--- src/rtl/forex_update_sequencer.sv ---
// Avalon-MM front end: stages edge updates in a FIFO, streams them to the graph core, then runs it.
// Reads return one cycle after the strobe; the update stream stalls on upd_ready and full-FIFO pushes drop with a sticky flag.
module forex_update_sequencer #(
  parameter int NODE_W   = 3,
  parameter int WEIGHT_W = 32,
  parameter int DEPTH    = 16,
  parameter int DATA_W   = 32
) (
  input  logic                clk,
  input  logic                reset,
  input  logic                chipselect,
  input  logic                write,
  input  logic                read,
  input  logic [2:0]          address,
  input  logic [DATA_W-1:0]   writedata,
  output logic [DATA_W-1:0]   readdata,
  output logic                upd_valid,
  input  logic                upd_ready,
  output logic [NODE_W-1:0]   upd_src,
  output logic [NODE_W-1:0]   upd_dst,
  output logic [WEIGHT_W-1:0] upd_weight,
  output logic                core_start,
  input  logic                core_done,
  output logic                busy
);

  localparam int CNT_W = $clog2(DEPTH) + 1;
  localparam int PTR_W = $clog2(DEPTH);
  localparam int ENT_W = 2 * NODE_W + WEIGHT_W;
  localparam int RC_W  = (DATA_W - 16 < 16) ? DATA_W - 16 : 16;

  typedef enum logic [1:0] {
    IDLE  = 2'd0,
    DRAIN = 2'd1,
    START = 2'd2,
    WAIT  = 2'd3
  } state_t;

  state_t              state_q, state_d;
  logic [CNT_W-1:0]    remaining_q, remaining_d;
  logic                run_pending_q, run_pending_d;
  logic [15:0]         run_count_q, run_count_d;
  logic                overflow_q, overflow_d;
  logic [NODE_W-1:0]   stage_src_q, stage_src_d;
  logic [NODE_W-1:0]   stage_dst_q, stage_dst_d;
  logic [DATA_W-1:0]   readdata_q, readdata_d;

  logic [ENT_W-1:0]    mem_q [DEPTH];
  logic [PTR_W-1:0]    wr_ptr_q, wr_ptr_d;
  logic [PTR_W-1:0]    rd_ptr_q, rd_ptr_d;
  logic [CNT_W-1:0]    count_q, count_d;

  logic                wr_en, rd_en;
  logic                wr_stage, wr_push, wr_ctrl;
  logic                run_req, flush_req, ovf_clr;
  logic                fifo_full, pop, push_ok, push_drop;
  logic [ENT_W-1:0]    head;
  logic [DATA_W-1:0]   status_word, stage_word;

  // Bus decode
  assign wr_en     = chipselect & write;
  assign rd_en     = chipselect & read;
  assign wr_stage  = wr_en && (address == 3'd0);
  assign wr_push   = wr_en && (address == 3'd1);
  assign wr_ctrl   = wr_en && (address == 3'd2);
  assign run_req   = wr_ctrl & writedata[0];
  assign flush_req = wr_ctrl & writedata[1] & (state_q == IDLE);
  assign ovf_clr   = wr_ctrl & writedata[2];

  // A pop frees a slot in the same cycle, so a push into a full FIFO still lands.
  assign fifo_full = (count_q == CNT_W'(DEPTH));
  assign pop       = upd_valid & upd_ready;
  assign push_ok   = wr_push & (~fifo_full | pop);
  assign push_drop = wr_push & fifo_full & ~pop;

  assign head       = mem_q[rd_ptr_q];
  assign upd_src    = head[ENT_W-1 -: NODE_W];
  assign upd_dst    = head[WEIGHT_W +: NODE_W];
  assign upd_weight = head[WEIGHT_W-1:0];

  assign busy     = (state_q != IDLE);
  assign readdata = readdata_q;

  always_comb begin
    wr_ptr_d = wr_ptr_q;
    rd_ptr_d = rd_ptr_q;
    count_d  = count_q;
    if (flush_req) begin
      wr_ptr_d = '0;
      rd_ptr_d = '0;
      count_d  = '0;
    end else begin
      if (push_ok) wr_ptr_d = wr_ptr_q + PTR_W'(1);
      if (pop)     rd_ptr_d = rd_ptr_q + PTR_W'(1);
      count_d = count_q + CNT_W'(push_ok) - CNT_W'(pop);
    end
  end

  always_ff @(posedge clk or posedge reset) begin
    if (reset) begin
      for (int i = 0; i < DEPTH; i++) mem_q[i] <= '0;
      wr_ptr_q <= '0;
      rd_ptr_q <= '0;
      count_q  <= '0;
    end else begin
      if (push_ok && !flush_req)
        mem_q[wr_ptr_q] <= {stage_src_q, stage_dst_q, writedata[WEIGHT_W-1:0]};
      wr_ptr_q <= wr_ptr_d;
      rd_ptr_q <= rd_ptr_d;
      count_q  <= count_d;
    end
  end

  // A run snapshots the FIFO depth, so entries pushed while draining wait for the next run.
  always_comb begin
    state_d       = state_q;
    remaining_d   = remaining_q;
    run_pending_d = run_pending_q;
    run_count_d   = run_count_q;
    upd_valid     = 1'b0;
    core_start    = 1'b0;
    case (state_q)
      IDLE: begin
        if (run_pending_q) begin
          run_pending_d = 1'b0;
          remaining_d   = count_q;
          state_d       = (count_q == '0) ? START : DRAIN;
        end
      end
      DRAIN: begin
        upd_valid = (remaining_q != '0);
        if (remaining_q == '0) begin
          state_d = START;
        end else if (upd_ready) begin
          remaining_d = remaining_q - CNT_W'(1);
          if (remaining_q == CNT_W'(1)) state_d = START;
        end
      end
      START: begin
        core_start = 1'b1;
        state_d    = WAIT;
      end
      WAIT: begin
        if (core_done) begin
          run_count_d = run_count_q + 16'd1;
          state_d     = IDLE;
        end
      end
      default: state_d = IDLE;
    endcase
    if (run_req) run_pending_d = 1'b1;
  end

  always_comb begin
    overflow_d  = overflow_q;
    stage_src_d = stage_src_q;
    stage_dst_d = stage_dst_q;
    if (push_drop) overflow_d = 1'b1;
    if (ovf_clr)   overflow_d = 1'b0;
    if (wr_stage) begin
      stage_src_d = writedata[2*NODE_W-1:NODE_W];
      stage_dst_d = writedata[NODE_W-1:0];
    end
  end

  always_comb begin
    status_word                   = '0;
    status_word[CNT_W-1:0]        = count_q;
    status_word[13]               = busy;
    status_word[14]               = run_pending_q;
    status_word[15]               = overflow_q;
    status_word[16 +: RC_W]       = run_count_q[RC_W-1:0];
    stage_word                    = '0;
    stage_word[2*NODE_W-1:0]      = {stage_src_q, stage_dst_q};
    readdata_d                    = readdata_q;
    if (rd_en) begin
      case (address)
        3'd3:    readdata_d = status_word;
        3'd4:    readdata_d = stage_word;
        default: readdata_d = '0;
      endcase
    end
  end

  always_ff @(posedge clk or posedge reset) begin
    if (reset) begin
      state_q       <= IDLE;
      remaining_q   <= '0;
      run_pending_q <= 1'b0;
      run_count_q   <= '0;
      overflow_q    <= 1'b0;
      stage_src_q   <= '0;
      stage_dst_q   <= '0;
      readdata_q    <= '0;
    end else begin
      state_q       <= state_d;
      remaining_q   <= remaining_d;
      run_pending_q <= run_pending_d;
      run_count_q   <= run_count_d;
      overflow_q    <= overflow_d;
      stage_src_q   <= stage_src_d;
      stage_dst_q   <= stage_dst_d;
      readdata_q    <= readdata_d;
    end
  end

endmodule

--- config.mk ---
export PLATFORM = sky130hd
export DESIGN_NAME = forex_update_sequencer
export DESIGN_NICKNAME = d
export VERILOG_FILES = /design/src/rtl/forex_update_sequencer.sv
export SDC_FILE = /design/constraint.sdc
export NUM_CORES = 1
export LEC_CHECK = 0
export CAP_MARGIN = 10
export CORE_MARGIN = 2
export CORE_UTILIZATION = 30
export DETAILED_ROUTE_END_ITERATION = 10
export PLACE_DENSITY_LB_ADDON = 0.1
export SETUP_SLACK_MARGIN = 0.3
export SLEW_MARGIN = 40
export SYNTH_ARGS = -nofsm -noshare
export SYNTH_HDL_FRONTEND = slang
export SYNTH_SLANG_ARGS = --single-unit
--- constraint.sdc ---
create_clock -name clk -period 32.4 [get_ports clk]
set_input_delay 4.86 -clock clk [delete_from_list [all_inputs] [get_ports clk]]
set_output_delay 4.86 -clock clk [all_outputs]
set_load 0.01 [all_outputs]
=== Word level (Yosys, flattened, before mapping) ===
Cells that the tools add are included.

* Register bits: 684
* Word-level logic and storage cells: 115
* Output and inout port bits: 73
* Input port bits: 42

* Magnitude comparators: 3
* Reductions and logical operators: 20
* Equality and inequality tests: 15
* $add $sub $neg: 6
* Multiplexer cells: 29
* Bitwise gates (word level): 15

{| class="wikitable"
|+ Operators by type and width
! cell !! number
|-
| $bwmux W608 || 1
|-
| $bmux W38 S4 || 1
|-
| $demux W38 S4 || 1
|-
| $mux W38 || 3
|-
| $pmux W32 S2 || 1
|-
| $mux W5 || 4
|-
| $add A16 B1 Y16 const B || 1
|-
| $mux W4 || 4
|-
| $mux W2 || 6
|-
| $reduce_bool A2 Y1 || 6
|-
| $and A1 B1 Y1 || 10
|-
| $ge A5 B5 Y1 const B || 2
|-
| $logic_not A5 Y1 || 2
|-
| $not A4 Y5 || 2
|-
| $pmux W5 S2 || 1
|-
| $add A4 B1 Y4 const B || 2
|-
| $ne A2 B2 Y1 const B || 4
|-
| $pmux W2 S4 || 1
|-
| $reduce_and A4 Y1 || 2
|-
| $eq A3 B2 Y1 const B || 2
|-
| $mux W1 || 6
|-
| $ne A3 B3 Y1 const B || 2
|-
| $add A5 B1 Y5 || 1
|-
| $eq A5 B1 Y1 const B || 1
|-
| 16 further kinds || 22
|}

=== Longest topological paths before layout ===
Gate-level depths: netlist of the first run.

* Depth after elaboration: 8
* Gate-level depth with buffers: 16
* Gate-level depth less buffers: 15

=== Worst setup path after synthesis of the first run ===
No wires, ideal clock.

* Path type: input to register
* Start point: input address[2]
* End point: register count_q[4]
* Stages: 14
* Arrival: 6.896 ns
* Setup slack: 25.369 ns
* Buffers on the path: 1
* Data required time: 32.265 ns
* Cell sequence: and3b_1 > clkbuf_1 > nand2_1 > nor2_1 > inv_1 > ha_1 > inv_1 > ha_1 > inv_1 > fa_1 > nor2b_1 > o21bai_1 > a21oi_1 > nor3b_1

* Longest elaborated chain between the ends: 6
* Elaborated cells on any way between the ends: 10
* Classes of those cells: add/sub: 2; eq/ne: 2; mux: 1; bitwise: 3; reduce/logical: 2

{| class="wikitable"
|+ RTL lines
! item !! RTL line !! text
|-
| from (decl) || 14 || <nowiki>input logic [2:0] address,</nowiki>
|-
| $eq A3 B1 Y1 || 64 || <nowiki>assign wr_push = wr_en && (address == 3'd1);</nowiki>
|-
| $logic_and A1 B1 Y1 || 64 ||
|-
| $and A1 B1 Y1 || 73 || <nowiki>assign push_ok = wr_push & (~fifo_full | pop);</nowiki>
|-
| $add A5 B1 Y5 || 95 || <nowiki>count_d = count_q + CNT_W'(push_ok) - CNT_W'(pop);</nowiki>
|-
| $sub A5 B1 Y5 || 95 ||
|-
| $mux W5 * || 88 || <nowiki>if (flush_req) begin</nowiki>
|-
| net count_d[4] || 51 || <nowiki>logic [CNT_W-1:0] count_q, count_d;</nowiki>
|-
| to (signal assigned) || 110 || <nowiki>count_q <= count_d;</nowiki>
|-
| to (decl) || 51 ||
|}

The timed path passes the listed nets; every way through them passes the cells marked *.
A chain may end at the register's enable or synchronous reset.

=== Worst setup path in the final report of the first run ===
* Start point: register rd_ptr_q[0]
* End point: output upd_src[2]

* Longest elaborated chain between the ends: 4

{| class="wikitable"
|+ RTL lines
! item !! RTL line !! text
|-
| from (decl) || 50 || <nowiki>logic [PTR_W-1:0] rd_ptr_q, rd_ptr_d;</nowiki>
|-
| from (signal assigned) || 109 || <nowiki>rd_ptr_q <= rd_ptr_d;</nowiki>
|-
| $not A4 Y5 (implied by the code) || 76 || <nowiki>assign head = mem_q[rd_ptr_q];</nowiki>
|-
| $bmux W38 S4 || 76 ||
|-
| $mux W38 (implied by the code) (2 in series) || 76 ||
|-
| to (decl) || 19 || <nowiki>output logic [NODE_W-1:0] upd_src,</nowiki>
|}

Every way passes these cells. The select of a mux whose other input is x is not followed.

==> results of run 1 <==
## kinds of logic (layout without fill, tap and decap cells)
logic type	Yosys count	in the layout
compound gates	55	55
xor+xnor	20	20
other cells	1	7
buf+inv	192	333
simple gates	151	151
fa+ha+maj	20	20
flops	677	677
mux	811	811
## flip-flops by register name, indices dropped and copies added (netlist names)
name,cells
count_q,5
mem_q,608
overflow_q,1
rd_ptr_q,4
readdata,25
remaining_q,5
run_count_q,16
run_pending_q,1
stage_dst_q,3
stage_src_q,3
state_q,2
wr_ptr_q,4
## power by group through the flow
stage	sequential [mW]	clock, mW	combinational, mW
2_1_floorplan	1.00	0	0.456
3_5_place_dp	1.06	0	0.621
6_report	1.05	0.976	0.606
5_1_grt	1.06	1.05	0.657
3_3_place_gp	1.06	0	0.595
4_1_cts	1.05	1.01	0.623
## final timing paths
path	from	to	slack, ns	cells past startpoint
max	rd_ptr_q[0]$_DFFE_PP0P_	upd_src[2]	23.39	6
min	run_count_q[15]$_DFFE_PP0P_	run_count_q[15]$_DFFE_PP0P_	0.48	1
max reg2reg	state_q[1]$_DFFE_PP0P_	mem_q[125]$_DFFE_PP0P_	28.52	9
min reg2reg	run_count_q[15]$_DFFE_PP0P_	run_count_q[15]$_DFFE_PP0P_	0.48	1
max in group asynchronous	reset	mem_q[590]$_DFFE_PP0P_	25.19	5
min in group asynchronous	reset	mem_q[453]$_DFFE_PP0P_	4.72	2
## area by class of cell
class                           count  area (um2)
Multi-Input combinational cell   1064       14100
Clock inverter                     29         374
Clock buffer                      122        2520
Sequential cell                   677       17000
Fill cell                       10100       69200
Inverter                           25         106
Tap cell                         1403        1760
Timing Repair Buffer              157        1590
## synth_stat cells, types with 11 or more instances
library cell,instances
buf_1,11
buf_2,27
buf_4,11
buf_6,37
clkbuf_1,74
dfrtp_1,677
ha_1,19
inv_1,25
mux2_1,17
mux2_2,320
mux2_4,280
mux4_2,190
nand2_1,45
nand3_1,16
nor2_1,31
nor3_1,11
nor3_2,14
o21ai_0,19
## metal layers
layer,share of wire (%),wire length [um],vias to the layer above
met1,48,41700,9321
met5,0.031,27,-
li1,-,-,7284
met2,47,40800,251
met3,3.0,2630,119
met4,2.1,1870,4
## metrics by stage
step,hold WS (ns),std cells
2_1_floorplan,0.441,1933
3_3_place_gp,0.463,3319
3_5_place_dp,0.472,3325
4_1_cts,0.480,3476
5_1_grt,0.502,3477
6_report,0.482,3477
==> metrics.cfg, run 1 <==
[status]
status=finished, final reports clean

[global_route]
grt_pass1_vias=19100
met2_usage_pct=25.3
grt_use_met1_pct=22.9
grtUsageMet3_pct=2.25
antenna_found_initial=2
grt_busiest_layer=met2
grt_pass1_wl_um=132000
grt_start_max_net_pins=110
grt_util_all_layers_pct=16.0
globalRoute.totalOverflow=0

[power_and_ir_drop]
finalPower_mw=2.63
max-vdd-ir-drop_mv=0.0426
power_density_mw_per_mm2=70.2
p_sw_mw=0.769
pwr-share-seq_pct=39.8
p_int_mw=1.86
p_leak_nw=16.9
combPwrFrac_pct=23.1
switching_share_pct=29.3
clockPowerShare_pct=37.1

[clock_tree]
cts_made_buffers=83
hold_buffers=0
cts_resized=0
clk_latency_ns=0.65
clockRootBuffer=clkbuf_16
cts_max_level=3
cts_sinks=677
tritoncts=yes
cts_max_path_buffers=3
postCtsSetupRepairBufs=0
clkSlewWorstSetupHoldPaths_ns=0.06

[floorplan]
pin_count=115
fp.dieW_um=331
start_util_pct=30.1
placement_rows=120
dieArea_mm2=0.110
fp.dieH_um=331
core_area_mm2=0.107

[layout]
final_net_count=2070
area_growth_pct=16.5
final_cell_mix=dfrtp_1, mux2_2, mux2_4
finalInstanceArea_mm2=0.0374
utilization_pct=35.1
num_antenna_cells=0
mostFrequentLayoutCell=dfrtp_1
drive_gt1_share_pct=48.7

[job]
drv_cap=0

[yosys]
ys_warn_count=0
synth_top_family_by_area=multiplexers
synth_compound_gate_area_share_pct=1.37
async_flop_share_pct=100
synth_seq_cells=677
yosysSeqAreaShare_pct=52.7
synth_top_cell_by_area=dfrtp_1
muxShareOfSynthArea_pct=38.3
synth.top_cell.area_share_pct=52.7
yosys-top-cells-area=dfrtp_1, mux4_2, mux2_4
synthAdderAreaFrac_pct=0.802
avgSynthCellArea_um2=16.7
synth_edf_count=0
synthCells=1927
synth_flop_cell=dfrtp_1
synth_cell_types=52
synth_xor_area_share_pct=0.545
synth_area_mm2=0.0321
synth-simple-area-share_pct=2.50

[min_path]
hold_class=reg -> reg

[drt]
drtAntennaViolNets=0
drc=0
post_drt_wl_per_cell_um=25.0
routed_via_density=4.88
drt_iter0_markers=860
vias=17000
wl_um=87000
drt-pass1-iter-count=4

[sta]
drv_slew=0
worst_slack_ns=23.39
timing_hold_violations_final=0
skew_ns=0.0219
fin_setup_tns_ns=0
period_share_pct=27.8
maxSlewHeadroom_pct=43.8
worstMarginPinSlew_ns=0.843
fmax_mhz=111
finalSetupViolCount=0
min_period_ns=9.01
grt_setup_unrepaired=false

[critical_path]
worst_path_max_delay_cell=dfrtp_4
crit_path_cell_trace=buf_12 -> buf_16 -> buf_16 -> mux4_2 -> mux4_2 -> clkdlybuf4s50_1
cp_top_family=buffers and inverters
critPathBufInv=4
cp.required_ns=27.54
criticalPathCategory=reg -> out
crit_arrival_ns=4.15
end_kind=output port
start_kind=register
cpPeakStageDelay_ns=0.77
path_max_fanout=41

[placed_design]
gp_congestion=0.694
postPlaceCellArea_mm2=0.0345
portBuffers=107
place_ws_ns=23.92
hpwl_um=47800

Note: power is estimated with default switching activity, not from simulation.
==> run 2, diff against run 1 <==
clock period = 7.8 ns   (was 32.4 ns; I/O delays follow)
==> run 2 against run 1 <==
- design area fell by 0.14%
- hold slack got worse by 0.0092 ns
- highest routed layer unchanged
- power increased to 4.1 times the previous value
- first-iteration DRC count fell by 3.4%
==> metrics.cfg, run 2 (synthesis results as in run 1) <==
[critical_path]
end_kind=output port
worst_path_max_delay_cell=dfrtp_4
path_max_fanout=61  ; +49%
cpPeakStageDelay_ns=0.74  ; -0.03 ns
start_kind=register
crit_path_cell_trace=buf_12 -> buf_12 -> mux4_2 -> mux4_2 -> clkdlybuf4s50_1
cp.required_ns=6.63  ; -20.91 ns
reg2reg_from=state_q[1]$_DFFE_PP0P_
crit_arrival_ns=3.90  ; -0.25 ns
criticalPathCategory=reg -> out
reg2reg_to=mem_q[128]$_DFFE_PP0P_
reg2reg_slack_ns=3.96  ; -24.56 ns
r2r_cells=9  ; unchanged
crit_start=rd_ptr_q[0]$_DFFE_PP0P_

[floorplan]
start_util_pct=30.1  ; unchanged
placement_rows=120  ; unchanged
pin_count=115  ; unchanged
core_area_mm2=0.107  ; unchanged
fp.dieW_um=331  ; unchanged
fp.dieH_um=331  ; unchanged
dieArea_mm2=0.110  ; unchanged

[layout]
largest_register=mem_q
area_growth_pct=16.3
finalInstanceArea_mm2=0.0374  ; -0.14%
utilization_pct=35.0  ; -0.050 points
largest_reg_flops=608  ; unchanged
final_cell_mix=dfrtp_1, mux2_2, mux2_4
num_antenna_cells=0  ; unchanged
mostFrequentLayoutCell=dfrtp_1
final_net_count=2076  ; +0.29%
fin_cells=3476  ; -0.029%
drive_gt1_share_pct=48.5  ; -0.27 points

[placed_design]
portBuffers=107  ; unchanged
postPlaceCellArea_mm2=0.0346  ; +0.27%
placed_cells=3329  ; +0.12%
gp_congestion=0.694  ; about the same
hpwl_um=49200  ; +2.9%

[sta]
fmax_mhz=197
period_share_pct=65.0
min_period_ns=5.07
timing_hold_violations_final=0  ; unchanged
finalSetupViolCount=0  ; unchanged
fin_setup_tns_ns=0  ; unchanged
drv_slew=0  ; unchanged
grt_setup_unrepaired=false
maxSlewHeadroom_pct=44.2  ; +0.39 points
skew_ns=0.0138  ; -0.00807 ns
worstMarginPinSlew_ns=0.837  ; -0.00590 ns

[clock_tree]
cts_max_path_buffers=3  ; unchanged
cts_sinks=677  ; unchanged
hold_buffers=0  ; unchanged
clkSlewWorstSetupHoldPaths_ns=0.06  ; about the same
clockRootBuffer=clkbuf_16
cts_max_level=3  ; unchanged
postCtsSetupRepairBufs=0  ; unchanged
cts_resized=0  ; unchanged
clk_latency_ns=0.63  ; -0.02 ns
tritoncts=yes
cts_made_buffers=82  ; -1.2%

[status]
status=finished, final reports clean

[drt]
post_drt_wl_per_cell_um=25.0  ; about the same
drtAntennaViolNets=0  ; unchanged
drt_iter0_markers=831  ; -3.4%
vias=16900  ; -0.57%
drc=0  ; unchanged
drt-pass1-iter-count=4  ; unchanged
wl_um=87000  ; about the same
routed_via_density=4.86  ; -0.54%

[min_path]
hold_path_depth=1  ; unchanged
min_to=run_count_q[15]$_DFFE_PP0P_
worstHoldStart=run_count_q[15]$_DFFE_PP0P_
hold_class=reg -> reg

[global_route]
grt_pass1_wl_um=132000  ; -0.13%
grt_start_max_net_pins=140  ; +27%
grt_util_all_layers_pct=16.1  ; +0.090 points
grt_pass1_vias=19000  ; -0.33%
globalRoute.totalOverflow=0  ; unchanged
antenna_found_initial=7  ; +5

[power_and_ir_drop]
finalPower_mw=10.7  ; +310%
max-vdd-ir-drop_mv=0.168  ; +290%
power_density_mw_per_mm2=285  ; +310%
p_leak_nw=16.9  ; -0.20%

[job]
drv_cap=0  ; unchanged

[run 2: cell count changes in the layout (fill, tap and decap cells not counted), moves of 3 or more]
cell       previous run  this run
bufinv_16             7         2
buf_4                30        34
buf_12                2        14
buf_6                12         5
clkbuf_1             12        19
clkinv_8              3         0
clkbuf_8             26        21
[run 2: worst max-delay path by stage]
| stage | cells after the start | to | slack [ns] |
|---|---|---|---|
| finish | 5 | upd_dst[0] | 2.73 |
| global route | 5 | upd_dst[0] | 2.50 |
| CTS | 5 | upd_dst[1] | 2.57 |
| detailed placement | 7 | mem_q[138]$_DFFE_PP0P_ | 2.97 |
| global placement | 7 | mem_q[129]$_DFFE_PP0P_ | 3.00 |
| floorplan | 1 | count_q[0]$_DFF_PP0_ | -2.63 |
[run 2: cell type report]
cell class / instances / area (um2)
clock buffer: 127 / 2540
clock inverter: 16 / 136
fill: 10100 / 69200
inverter: 25 / 97.6
multi-input combinational: 1064 / 14100
sequential: 677 / 17000
tap: 1403 / 1760
timing repair buffer: 164 / 1750
[run 2: layer usage]
metal | global-route usage, % | wire length [um] | part of all wire (%)
met2 | 25.7 | 41000 | 47
met1 | 22.8 | 41100 | 47
met4 | 3.94 | 1750 | 2.0
met3 | 2.62 | 3060 | 3.5
met5 | 0 | 60 | 0.069
[run 2: power breakdown]
part           switching [mW]  internal (mW)  total, mW
Combinational            1.16           1.34       2.50
Clock                    1.51           2.29       3.80
Sequential              0.431           3.92       4.35
Total                    3.10           7.55       10.7
[run 2: per-stage QoR]
stage,setup slack [ns],hold WS (ns)
after CTS,2.57,0.473
after floorplan,-2.63,0.441
final,2.73,0.473
after global placement,3.00,0.458
after global routing,2.50,0.490
after detailed placement,2.97,0.465
[run 2: critical path, delay by kind of cell, from the launching register on]
family	cells	cell delay, ns
mux	2	1.14
flops	1	0.74
buf+inv	3	1.30
==> run 3, diff against run 2 <==
clock period = 4.9 ns   (was 7.8 ns; I/O delays follow)
==> run 3 against run 2 <==
- global-route usage down 0.44 points
- register-to-register slack worse by 2.4 ns
- clock power increased by 61%
- first-iteration DRC count rose by 1.2%
- critical endpoint is now upd_dst[1]
- largest cell class unchanged
- highest routed layer is now met4
==> metrics.cfg, run 3 (synthesis results as in run 1) <==
[sta]
finalSetupViolCount=0  ; unchanged
drv_slew=0  ; unchanged
min_period_ns=4.23
fin_setup_tns_ns=0  ; unchanged
worstMarginPinSlew_ns=0.785  ; -0.0524 ns
period_share_pct=86.2
skew_ns=0.0185  ; +0.00472 ns
grt_setup_unrepaired=false
timing_hold_violations_final=0  ; unchanged
fmax_mhz=237
maxSlewHeadroom_pct=47.7  ; +3.5 points

[critical_path]
reg2reg_slack_ns=1.55  ; -2.41 ns
r2r_cells=15  ; +6
end_kind=output port
criticalPathCategory=reg -> out
worstSetupEndpoint=upd_dst[1]
crit_arrival_ns=3.49  ; -0.41 ns
cp_top_family=multiplexers
reg2reg_to=count_q[4]$_DFF_PP0_
cp.required_ns=4.16  ; -2.47 ns
cpPeakStageDelay_ns=0.71  ; -0.03 ns
reg2reg_from=state_q[1]$_DFFE_PP0P_
crit_path_cell_trace=buf_12 -> mux4_2 -> mux4_2 -> clkdlybuf4s50_1
critical_path_depth=4  ; -1
path_max_fanout=50  ; -18%
start_kind=register
crit_start=rd_ptr_q[0]$_DFFE_PP0P_
path_common_cell=mux4_2
worst_path_max_delay_cell=dfrtp_4
critPathBufInv=2  ; -1

[drt]
vias=16800  ; -0.25%
post_drt_wl_per_cell_um=24.4  ; -2.5%
wl_um=84500  ; -2.8%
drt_iter0_markers=841  ; +1.2%
drc=0  ; unchanged
drt-pass1-iter-count=4  ; unchanged
drtAntennaViolNets=0  ; unchanged
routed_via_density=4.86  ; about the same

[layout]
finalInstanceArea_mm2=0.0374  ; about the same
utilization_pct=35.1  ; about the same
largest_reg_flops=608  ; unchanged
mostFrequentLayoutCell=dfrtp_1
drive_gt1_share_pct=48.4  ; about the same
fin_cells=3465  ; -0.32%
final_net_count=2067  ; -0.43%
largest_register=mem_q
final_cell_mix=dfrtp_1, mux2_2, mux2_4
num_antenna_cells=0  ; unchanged
area_growth_pct=16.4  ; about the same

[power_and_ir_drop]
p_int_mw=12.1  ; +61%
p_leak_nw=16.9  ; about the same
p_sw_mw=4.96  ; +60%
power_density_mw_per_mm2=457  ; +60%
switching_share_pct=29.0  ; -0.16 points
clockPowerShare_pct=35.8  ; about the same
pwr-share-seq_pct=40.0  ; -0.9 points
max-vdd-ir-drop_mv=0.277  ; +65%
combPwrFrac_pct=24.1  ; +0.6 points

[job]
drv_cap=0  ; unchanged

[global_route]
met2_usage_pct=25.3  ; -0.40 points
globalRoute.totalOverflow=0  ; unchanged
antenna_found_initial=2  ; -5
grtUsageMet3_pct=2.55  ; -0.070 points
grt_pass1_wl_um=130000  ; -1.6%
grt_use_met1_pct=21.7  ; -1.1 points
grt_pass1_vias=19000  ; -0.19%
grt_busiest_layer=met2
grt_start_max_net_pins=114  ; -19%
grt_util_all_layers_pct=15.7  ; -0.44 points

[status]
status=finished, final reports clean

[floorplan]
placement_rows=120  ; unchanged
dieArea_mm2=0.110  ; unchanged
pin_count=115  ; unchanged
start_util_pct=30.1  ; unchanged
fp.dieW_um=331  ; unchanged
core_area_mm2=0.107  ; unchanged
fp.dieH_um=331  ; unchanged

[clock_tree]
cts_sinks=677  ; unchanged
cts_resized=0  ; unchanged
tritoncts=yes
cts_made_buffers=81  ; -1.2%
clkSlewWorstSetupHoldPaths_ns=0.05  ; about the same
cts_max_level=3  ; unchanged
clk_latency_ns=0.63  ; about the same
hold_buffers=0  ; unchanged
cts_max_path_buffers=3  ; unchanged
clockRootBuffer=clkbuf_16
postCtsSetupRepairBufs=0  ; unchanged

[min_path]
hold_class=reg -> reg

[placed_design]
hpwl_um=47200  ; -4.1%
postPlaceCellArea_mm2=0.0347  ; +0.28%
gp_congestion=0.703  ; +1.3%
placed_cells=3325  ; -0.12%
portBuffers=107  ; unchanged

==> run 3: cell types whose count changed in the layout (fill, tap and decap cells not counted), sizes merged <==
cell / change
clkdlybuf4s50: -1
clkinvlp: +1
buf: -6
inv: +1
bufinv: +3
clkbuf: -9
==> run 3: worst min-delay path by stage <==
stage | start | end | slack (ns) | cells after the start
final | readdata[27]$_DFFE_PP0P_ | readdata[27]$_DFFE_PP0P_ | 0.47 | 2
after global routing | reset | mem_q[272]$_DFFE_PP0P_ | 0.48 | 2
after CTS | reset | mem_q[575]$_DFFE_PP0P_ | 0.48 | 2
after detailed placement | readdata[27]$_DFFE_PP0P_ | readdata[27]$_DFFE_PP0P_ | 0.47 | 2
after global placement | mem_q[549]$_DFFE_PP0P_ | mem_q[549]$_DFFE_PP0P_ | 0.46 | 1
after floorplan | run_count_q[15]$_DFFE_PP0P_ | run_count_q[15]$_DFFE_PP0P_ | 0.44 | 1
==> run 3: worst register-to-register path: stages, from the launching register on <==
cell and delay (ns):
dfrtp_1 0.40, inv_1 0.09, ha_1 0.48, and2_1 0.37
a21oi_4 0.11, nor2_1 0.25, inv_1 0.08, ha_1 0.29
inv_1 0.06, ha_1 0.16, inv_1 0.06, fa_1 0.40
nor2b_1 0.17, o21bai_1 0.10, nand3_1 0.08, nor3b_1 0.18
==> run 3: area by class of cell <==
| class | count | area, um2 |
|---|---|---|
| clock buffer | 119 | 2460 |
| clock inverter | 21 | 243 |
| timing repair buffer | 156 | 1740 |
| multi-input combinational | 1064 | 14100 |
| inverter | 25 | 97.6 |
| fill | 10100 | 69200 |
| tap | 1403 | 1760 |
| sequential | 677 | 17000 |
==> run 3: layer usage <==
layer / up-vias / wire length [um]
met3: 119 / 3070
met4: 0 / 2020
met1: 9184 / 39200
met5: - / 0
met2: 268 / 40300
li1: 7269 / -
==> run 3: stage by stage <==
step | hold slack, ns | setup WS [ns] | power [mW]
detailed placement | 0.467 | 1.13 | 11.2
finish | 0.473 | 0.675 | 17.1
floorplan | 0.441 | -5.10 | 9.64
CTS | 0.476 | 0.506 | 17.5
global placement | 0.462 | 0.998 | 11.1
global route | 0.476 | 0.447 | 18.0
==> run 3: power groups by stage <==
stage / logic, mW / registers (mW) / clock network, mW
2_1_floorplan: 3.02 / 6.62 / 0
3_3_place_gp: 4.01 / 7.05 / 0
3_5_place_dp: 4.24 / 6.94 / 0
4_1_cts: 4.26 / 6.85 / 6.36
5_1_grt: 4.48 / 6.94 / 6.58
6_report: 4.13 / 6.84 / 6.13
==> variant (flow settings as in run 1) <==
`readdata_q` no longer has a reset.
--- a/src/rtl/forex_update_sequencer.sv
+++ b/src/rtl/forex_update_sequencer.sv
@@ -192,5 +192,4 @@
       stage_src_q   <= '0;
       stage_dst_q   <= '0;
-      readdata_q    <= '0;
     end else begin
       state_q       <= state_d;
@@ -201,6 +200,9 @@
       stage_src_q   <= stage_src_d;
       stage_dst_q   <= stage_dst_d;
-      readdata_q    <= readdata_d;
-    end
+    end
+  end
+
+  always_ff @(posedge clk) begin
+    readdata_q <= readdata_d;
   end
 
Check against the original RTL: differs if reset is asserted again (counterexample within 4 cycles, from zero or initial values and one cycle with reset high); with reset held inactive, the same outputs for 4 cycles.
==> variant against run 1 <==
  * Global-route usage is 0.27 points higher
  * Power decreased by 1.5%
  * Clock power down 1%
  * Worst setup slack lost 0.46 ns
  * Critical path depth fell by 1
  * Die area is 3.7% lower
  * Routed wire length shrank 3.2%
  * Cell area shrank 3.0%
  * Non-clock buffer count fell by 10
  * Area after synthesis shrank 3.8%
  * Register-to-register slack better by 0.04 ns
  * Sequential cell count did not move
  * Critical path type unchanged
  * Critical endpoint is now upd_weight[2]
==> variant: results <==
metrics = {
    "status": {
        "status": "finished, final reports clean",
    },
    "final_layout": {
        "n_antenna_cell": 0,
        "largest_register_ff_count": 608,
        "drive_above_1_share": 0.501,
        "fin_cells": 3383,
        "nets": 2008,
    },
    "global_routing": {
        "antenna_found_initial": 2,
        "grt_pass1_vias": 18704,
        "gr-usage-met2": 0.269,
        "grt_max_degree": 123,
        "grt_use_met1": 0.222,
        "gr-usage-met3": 0.0290,
        "grt_pass1_wl_mm": 129,
        "track_usage": 0.163,
    },
    "power_and_ir_drop": {
        "cellLeakagePower_nw": 16.7,
        "ir_worst_vdd_v": 0.0000624,
        "switching_power_w": 0.000746,
    },
    "worst_setup_path": {
        "cp.arrival_ns": 4.60,
        "reg2reg_slack_ns": 28.56,
        "crit_fanout": 65,
        "worstReg2RegEnd": "count_q[4]",
        "rr_worst_depth": 15,
        "r2r_start": "remaining_q[0]",
    },
    "logic_synthesis": {
        "synth_edf_count": 25,
        "ys_top_cells_by_area": "dfrtp_1 53%, mux2_2 20%, mux4_2 14%",
        "synth_mux_area_frac": 0.372,
        "ys.flop_type": "dfrtp_1",
        "async_flop_share": 0.963,
        "synthXorXnorAreaFrac": 0.00567,
        "synth_compound_area_frac": 0.00854,
        "synthAdderAreaFrac": 0.00834,
        "synthCells": 1873,
        "yosysUniqueCellTypes": 53,
        "synth.top_cells.by_count": "652 x dfrtp_1, 553 x mux2_2, 190 x mux4_2",
        "yosysSeqAreaShare": 0.552,
    },
    "detailed_routing": {
        "wl_per_cell_um": 24.9,
        "dr.pass1.iters": 5,
        "vias": 16666,
        "drc_errors": 0,
        "drt_iter0_drc": 1020,
    },
    "place": {
        "postPlaceCellArea_um2": 33400,
        "dp_hpwl_mm": 45.1,
        "dp_cells": 3229,
        "gp_congestion": 0.717,
    },
    "clock_network": {
        "clk_latency_ns": 0.64,
        "postCtsResizedCells": 0,
    },
    "sta": {
        "fin_skew_ns": 0.0173,
        "worst_pin_slew_ns": 0.862,
        "slew_viol_final": 0,
    },
    "hold_path": {
        "worstHoldPathType": "register to register",
        "hold_path_end": "run_count_q[15]",
    },
}
==> variant: how the worst max path moves through the flow <==
stage,end,from,cells after the start
4_1_cts,upd_weight[2],rd_ptr_q[1],5
3_5_place_dp,upd_weight[2],rd_ptr_q[1],5
5_1_grt,upd_weight[2],rd_ptr_q[1],5
2_1_floorplan,count_q[0],reset,1
6_report,upd_weight[2],rd_ptr_q[1],5
3_3_place_gp,mem_q[317],reset,6
==> variant: kinds of logic (layout without fill, tap and decap cells) <==
kind of cell | after synthesis | after routing
compound gates | 37 | 37
xor+xnor | 20 | 20
fa+ha+maj | 20 | 20
buf+inv | 187 | 323
flops | 677 | 677
mux | 811 | 811
other cells | 1 | 7
simple gates | 120 | 120
==> variant: routing by layer <==
layer | share of wire | vias to the layer above | routed length [µm]
met2 | 0.49 | 234 | 41000
met1 | 0.46 | 9177 | 38600
li1 | - | 7133 | -
met3 | 0.033 | 118 | 2760
met4 | 0.022 | 4 | 1820
met5 | 0.00030 | - | 25
==> variant: layout make-up <==
| type | count | area (µm²) |
|---|---|---|
| clock buffers | 131 | 2620 |
| clock inverters | 23 | 248 |
| fillers | 9644 | 65700 |
| inverters | 22 | 95.1 |
| multi-input cells | 1015 | 13000 |
| flip-flops and latches | 677 | 17100 |
| well taps | 1368 | 1710 |
| repair buffers | 147 | 1540 |
==> variant: power groups by stage <==
stage               Sequential [W]  Clock (W)  Combinational [W]
floorplan                  0.00100          0           0.000441
global route               0.00106    0.00103           0.000632
finish                     0.00105   0.000962           0.000578
detailed placement         0.00106          0           0.000596
global placement           0.00108          0           0.000553
CTS                        0.00105   0.000996           0.000597
==> variant: critical path, cell delays in order (launching register included) <==
cell,delay [ns]
dfrtp_4,0.92
buf_6,0.74
buf_4,0.73
mux4_2,0.42
mux4_2,0.56
clkdlybuf4s50_1,0.53
==> variant: through the flow <==
stage                     utilization  setup slack, ns  hold WS [ns]  total power [W]
final                           0.356            22.94         0.464          0.00259
after floorplan                     -             9.27         0.438          0.00144
after detailed placement        0.328            23.46         0.458          0.00166
after CTS                       0.356            22.74         0.467          0.00264
after global placement          0.326            22.94         0.462          0.00164
after global routing            0.356            22.72         0.493          0.00273
